===== src/rtl/rv_plic_claim_arb.sv =====
`default_nettype none
// ============================================================================
// Module   : rv_plic_claim_arb
// Purpose  : PLIC claim/complete arbiter. Round-robin claim serialization
//            across targets, in-service tracking, gateway claim/complete pulses.
// Revision : 1.0
// ============================================================================
module rv_plic_claim_arb #(
    parameter  int N_SOURCE = 32,
    parameter  int N_TARGET = 2,
    localparam int SrcWidth = $clog2(N_SOURCE),
    localparam int TgtWidth = (N_TARGET > 1) ? $clog2(N_TARGET) : 1
) (
    input  logic                                clk_i,
    input  logic                                rst_ni,
    input  logic [N_TARGET-1:0]                 claim_req_i,
    input  logic [N_TARGET-1:0][SrcWidth-1:0]   target_id_i,
    output logic [N_TARGET-1:0]                 claim_ack_o,
    output logic [N_TARGET-1:0][SrcWidth-1:0]   claim_id_o,
    input  logic [N_TARGET-1:0]                 complete_we_i,
    input  logic [N_TARGET-1:0][SrcWidth-1:0]   complete_id_i,
    output logic [N_SOURCE-1:0]                 claim_o,
    output logic [N_SOURCE-1:0]                 complete_o,
    output logic [N_SOURCE-1:0]                 inservice_o
);

    logic [N_TARGET-1:0]               claim_ack_q, claim_ack_d;
    logic [N_TARGET-1:0][SrcWidth-1:0] claim_id_q,  claim_id_d;
    logic [N_SOURCE-1:0]               claim_q,     claim_d;
    logic [N_SOURCE-1:0]               complete_q,  complete_d;
    logic [N_SOURCE-1:0]               inservice_q, inservice_d;
    logic [TgtWidth-1:0]               ptr_q,       ptr_d;

    logic [N_TARGET-1:0] eff_req;
    logic                found, found_hi, found_lo;
    logic [TgtWidth-1:0] winner, win_hi, win_lo;
    logic [SrcWidth-1:0] win_id;
    logic                claim_ok;
    logic [N_SOURCE-1:0] clm_mask, cmp_mask;

    // A requester is ignored in its own ack cycle so a held req cannot double-claim.
    assign eff_req = claim_req_i & ~claim_ack_q;

    // Descending scan leaves the lowest index at/above ptr in win_hi, and the
    // lowest index below ptr in win_lo; win_hi takes precedence (wrap order).
    always_comb begin
        found_hi = 1'b0;
        found_lo = 1'b0;
        win_hi   = '0;
        win_lo   = '0;
        for (int t = N_TARGET - 1; t >= 0; t--) begin
            if (eff_req[t]) begin
                if (TgtWidth'(t) >= ptr_q) begin
                    found_hi = 1'b1;
                    win_hi   = TgtWidth'(t);
                end else begin
                    found_lo = 1'b1;
                    win_lo   = TgtWidth'(t);
                end
            end
        end
        found  = found_hi | found_lo;
        winner = found_hi ? win_hi : win_lo;
    end

    always_comb begin
        win_id   = target_id_i[winner];
        claim_ok = found && (win_id != '0) && (int'(win_id) < N_SOURCE)
                   && !inservice_q[win_id];
        clm_mask = '0;
        if (claim_ok) begin
            clm_mask[win_id] = 1'b1;
        end
    end

    // Completions are unarbitrated; duplicates collapse into one mask bit.
    always_comb begin
        cmp_mask = '0;
        for (int s = 1; s < N_SOURCE; s++) begin
            for (int t = 0; t < N_TARGET; t++) begin
                if (complete_we_i[t] && (complete_id_i[t] == SrcWidth'(s))) begin
                    cmp_mask[s] = 1'b1;
                end
            end
        end
        cmp_mask = cmp_mask & inservice_q;
    end

    always_comb begin
        claim_ack_d = '0;
        claim_id_d  = '0;
        ptr_d       = ptr_q;
        if (found) begin
            claim_ack_d[winner] = 1'b1;
            if (claim_ok) begin
                claim_id_d[winner] = win_id;
            end
            ptr_d = (int'(winner) == N_TARGET - 1) ? '0 : winner + TgtWidth'(1);
        end
        claim_d     = clm_mask;
        complete_d  = cmp_mask;
        inservice_d = (inservice_q & ~cmp_mask) | clm_mask;
    end

    always_ff @(posedge clk_i or negedge rst_ni) begin
        if (!rst_ni) begin
            claim_ack_q <= '0;
            claim_id_q  <= '0;
            claim_q     <= '0;
            complete_q  <= '0;
            inservice_q <= '0;
            ptr_q       <= '0;
        end else begin
            claim_ack_q <= claim_ack_d;
            claim_id_q  <= claim_id_d;
            claim_q     <= claim_d;
            complete_q  <= complete_d;
            inservice_q <= inservice_d;
            ptr_q       <= ptr_d;
        end
    end

    assign claim_ack_o = claim_ack_q;
    assign claim_id_o  = claim_id_q;
    assign claim_o     = claim_q;
    assign complete_o  = complete_q;
    assign inservice_o = inservice_q;

endmodule
`default_nettype wire

===== config.mk =====
export PLATFORM = sky130hd
export DESIGN_NAME = rv_plic_claim_arb
export DESIGN_NICKNAME = d
export VERILOG_FILES = /design/src/rtl/rv_plic_claim_arb.sv
export SDC_FILE = /design/constraint.sdc
export NUM_CORES = 1
export LEC_CHECK = 0
export CORE_ASPECT_RATIO = 0.6
export CORE_MARGIN = 3
export CORE_UTILIZATION = 44
export DETAILED_ROUTE_END_ITERATION = 10
export GPL_TIMING_DRIVEN = 1
export PLACE_DENSITY_LB_ADDON = 0.3
export SETUP_SLACK_MARGIN = 0.4
export SYNTH_ARGS = -nofsm -noshare
export SYNTH_HDL_FRONTEND = slang
export SYNTH_SLANG_ARGS = --single-unit

===== constraint.sdc =====
create_clock -name clk_i -period 2.6 [get_ports clk_i]
set_input_delay 0.78 -clock clk_i [delete_from_list [all_inputs] [get_ports clk_i]]
set_output_delay 0.78 -clock clk_i [all_outputs]
set_load 0.01 [all_outputs]

==> results.toml <==
[placed_design]
port-buffer-count = 132
routability_congestion = 0.9909
hpwl_um = 13220

[drt]
first_iteration_detailed_routing_drc_count = 570
num_vias = 4918
drc = 0
total_wirelength_um = 18080
firstDrtPassIters = 4
antenna_violating_nets_post_route = 0
via_per_inst = 5.911
wl_per_cell_um = 21.73

[final_layout]
syn_to_final_growth_pct = 65.18
final_cell_mix = "sky130_fd_sc_hd__clkdlybuf4s50_1, sky130_fd_sc_hd__dfrtp_1, sky130_fd_sc_hd__buf_4, sky130_fd_sc_hd__o22ai_1, sky130_fd_sc_hd__and2_1"
multi_input_area_um2 = 2531
final_core_utilization_pct = 75.76
area.sequential_um2 = 2714
layout-drive-gt1-share_pct = 31.75
final_net_count = 714
leading_cell_type_in_the_layout_fill_and_taps_excluded = "sky130_fd_sc_hd__clkdlybuf4s50_1"
num_antenna_cells = 0
fillerInstances = 712

[sta]
hold_slack_ps = 378.0
final.min_clock_period_ps = 2729
hold_viol = 0
finalSetupViolations = 67
period_share_pct = 105.0
total_count_of_max_transition_violations_in_the_final_report = 0
final.setup.tns_ps = -4395
grt_setup_unrepaired = "true"
postLayoutSetupSlackWorst_ps = -129.3
measured_slew_at_the_worst_slew_check_pin_ps = 515.0
clock_skew_ps = 8.210
achievable-frequency_mhz = 366.4
worst_slew_margin_rel_pct = 65.58

[global_routing]
grt_usage_pct = 29.90
largest_net_degree_at_the_start_of_global_routing = 39
antenna_found_initial = 0
first_pass_grt_wire_length_um = 28410
grt_remaining_overflow = 0
first_global_vias = 4772

[run]
maxCapViolCount = 0

[cts]
clock-sinks = 108
cts_buffer_count = 9
cts-hold-fix-buffers = 0
cts_buffer_depth = 2
library_cell_used_as_clock_root_buffer = "sky130_fd_sc_hd__clkbuf_16"
ctsHtreeMaxLevel = 3
clkLatencyLatePin_ps = 350
tritoncts = "built"
clkTransAtPathRegs_ps = 80

[critical_path]
critical_path_source_type = "input port"
cp-end-kind = "flip-flop"
critPathKind = "input port to flip-flop"
critical_path_arrival_ps = 2980
critPathMaxFanout = 8
crit_required_ps = 2850

[synthesis]
netlist_area_um2 = 4926
synthXorXnorAreaFrac_pct = 0
synth-async-reset-ratio_pct = 100.0
yosysWarningCount = 0
yosysTopAreaCellShare_pct = 54.86
synth_seq_cells = 108
netlist.top_cell.by_area = "sky130_fd_sc_hd__dfrtp_1"
netlist-cell-type-count = 57
combinational_family_with_the_most_area_after_synthesis = "simple AND/OR/NAND/NOR gates"
synth-compound-area-share_pct = 18.01
synthMuxAreaShare_pct = 1.676
synth_simple_gate_area_share_pct = 20.47
number_of_flops_mapped_to_enable_cells_by_yosys = 0
yosysSeqAreaShare_pct = 54.86
yosys.area_share.adder_pct = 0
ys.flop_type = "sky130_fd_sc_hd__dfrtp_1"
synth_area_per_cell_um2 = 10.59
synth_top_cells_by_area = "sky130_fd_sc_hd__dfrtp_1, sky130_fd_sc_hd__o22ai_1, sky130_fd_sc_hd__and2_1"
synth_cells = 465

[run_status]
run_status = "finished with violations"
violations = "negative setup slack"

[floorplanning]
design.die.area_um2 = 12540
die_y_um = 87.96
die_w_um = 142.6
row_count = 29
io_pins = 134
initial_utilization_pct = 45.86
coreArea_um2 = 10740

[power]
design_power_total_uw = 5801
ir_worst_vdd_uv = 478.3
cellLeakagePower_uw = 0.003436
power-per-cell-area_nw_per_um2 = 712.9

[min_path]
hold_path.class = "input port to asynchronous set/reset pin"
synthesized netlist by cell type (6+ instances only):
library cell and number:
sky130_fd_sc_hd__nor4_1 18, sky130_fd_sc_hd__buf_2 6, sky130_fd_sc_hd__or3_1 7, sky130_fd_sc_hd__o41ai_1 10, sky130_fd_sc_hd__mux2i_1 6, sky130_fd_sc_hd__a21oi_1 7
sky130_fd_sc_hd__o32ai_1 9, sky130_fd_sc_hd__nand2b_1 12, sky130_fd_sc_hd__nand3_1 15, sky130_fd_sc_hd__nand2_1 26, sky130_fd_sc_hd__inv_1 20, sky130_fd_sc_hd__nor3_1 23
sky130_fd_sc_hd__nor2b_1 9, sky130_fd_sc_hd__and2_1 29, sky130_fd_sc_hd__o22ai_1 36, sky130_fd_sc_hd__clkbuf_1 12, sky130_fd_sc_hd__o221ai_1 11, sky130_fd_sc_hd__buf_4 6
sky130_fd_sc_hd__o21ai_0 11, sky130_fd_sc_hd__dfrtp_1 108, sky130_fd_sc_hd__nor2_1 22
per-stage QoR:
step / instances / setup slack [ps] / cell area (um^2)
2_1_floorplan: 466 / -214.3 / 5117
3_3_place_gp: 800 / -1008 / 7209
3_5_place_dp: 800 / -926.0 / 7209
4_1_cts: 831 / -77.22 / 8041
5_1_grt: 832 / -189.9 / 8137
6_report: 832 / -129.3 / 8137
path summary, 6_finish.rpt:
check	cells past startpoint	slack, ps	from	to
min	1	380	rst_ni	claim_o[14]
min reg2reg	0	390	inservice_o[0]	inservice_o[0]
max	12	-130	claim_req_i[0]	claim_o[26]
max reg2reg	11	-100	claim_ack_o[0]	claim_o[26]
min in group clk_i	0	390	inservice_o[0]	inservice_o[0]
max in group asynchronous	2	1640	rst_ni	inservice_o[26]
flip-flops by register name (all words and copies together), names as in the netlist:
name,cells
inservice_o,32
complete_o,31
claim_o,32
claim_ack_o,2
ptr_q,1
claim_id_o,10
power by group:
part           switching (uW)  total (uW)  internal [uW]
registers                 307        2220           1910
logic                    1090        2190           1100
clock network             705        1400            691
total                    2100        5800           3700
logic make-up after synthesis:
group	after synthesis
AOI/OAI and AO/OA	114
buffers and inverters	50
DFF	108
muxes	8
other	1
and+or+nand+nor	184
critical path: stages:
cell,delay (ps)
sky130_fd_sc_hd__buf_8,80
sky130_fd_sc_hd__or3b_4,430
sky130_fd_sc_hd__and2_4,190
sky130_fd_sc_hd__buf_6,110
sky130_fd_sc_hd__nor2_4,100
sky130_fd_sc_hd__buf_4,170
sky130_fd_sc_hd__nor3_1,50
sky130_fd_sc_hd__or4_4,530
sky130_fd_sc_hd__nand3_4,180
sky130_fd_sc_hd__buf_12,170
sky130_fd_sc_hd__nor4_4,40
sky130_fd_sc_hd__buf_4,140
per-layer routing:
metal | up-vias | routed length, um | global-route usage (%) | share of wire [%]
li1 | 2187 | - | - | -
met1 | 2424 | 8507 | 46.57 | 47
met2 | 282 | 7492 | 42.33 | 41
met3 | 25 | 1871 | 7.747 | 10
met4 | 0 | 208 | 5.263 | 1.2
met5 | - | 0 | 0 | 0
layout make-up:
cell class,instances,share of cell area (%)
clock buffers,9,2.768
clock inverters,7,1.123
inverters,21,0.9995
multi-input cells,309,31.11
flip-flops and latches,108,33.35
well taps,139,2.137
repair buffers,239,28.51
what timing repair did:
action | in CTS | in global routing
buffers inserted | 12 | 1
cloned | 3 | 0
endpoints found under the setup margin | 75 | 79
pin swaps | 33 | 5
gates resized for setup | 97 | 19
No activity file was read; power rests on OpenSTA's default activity.
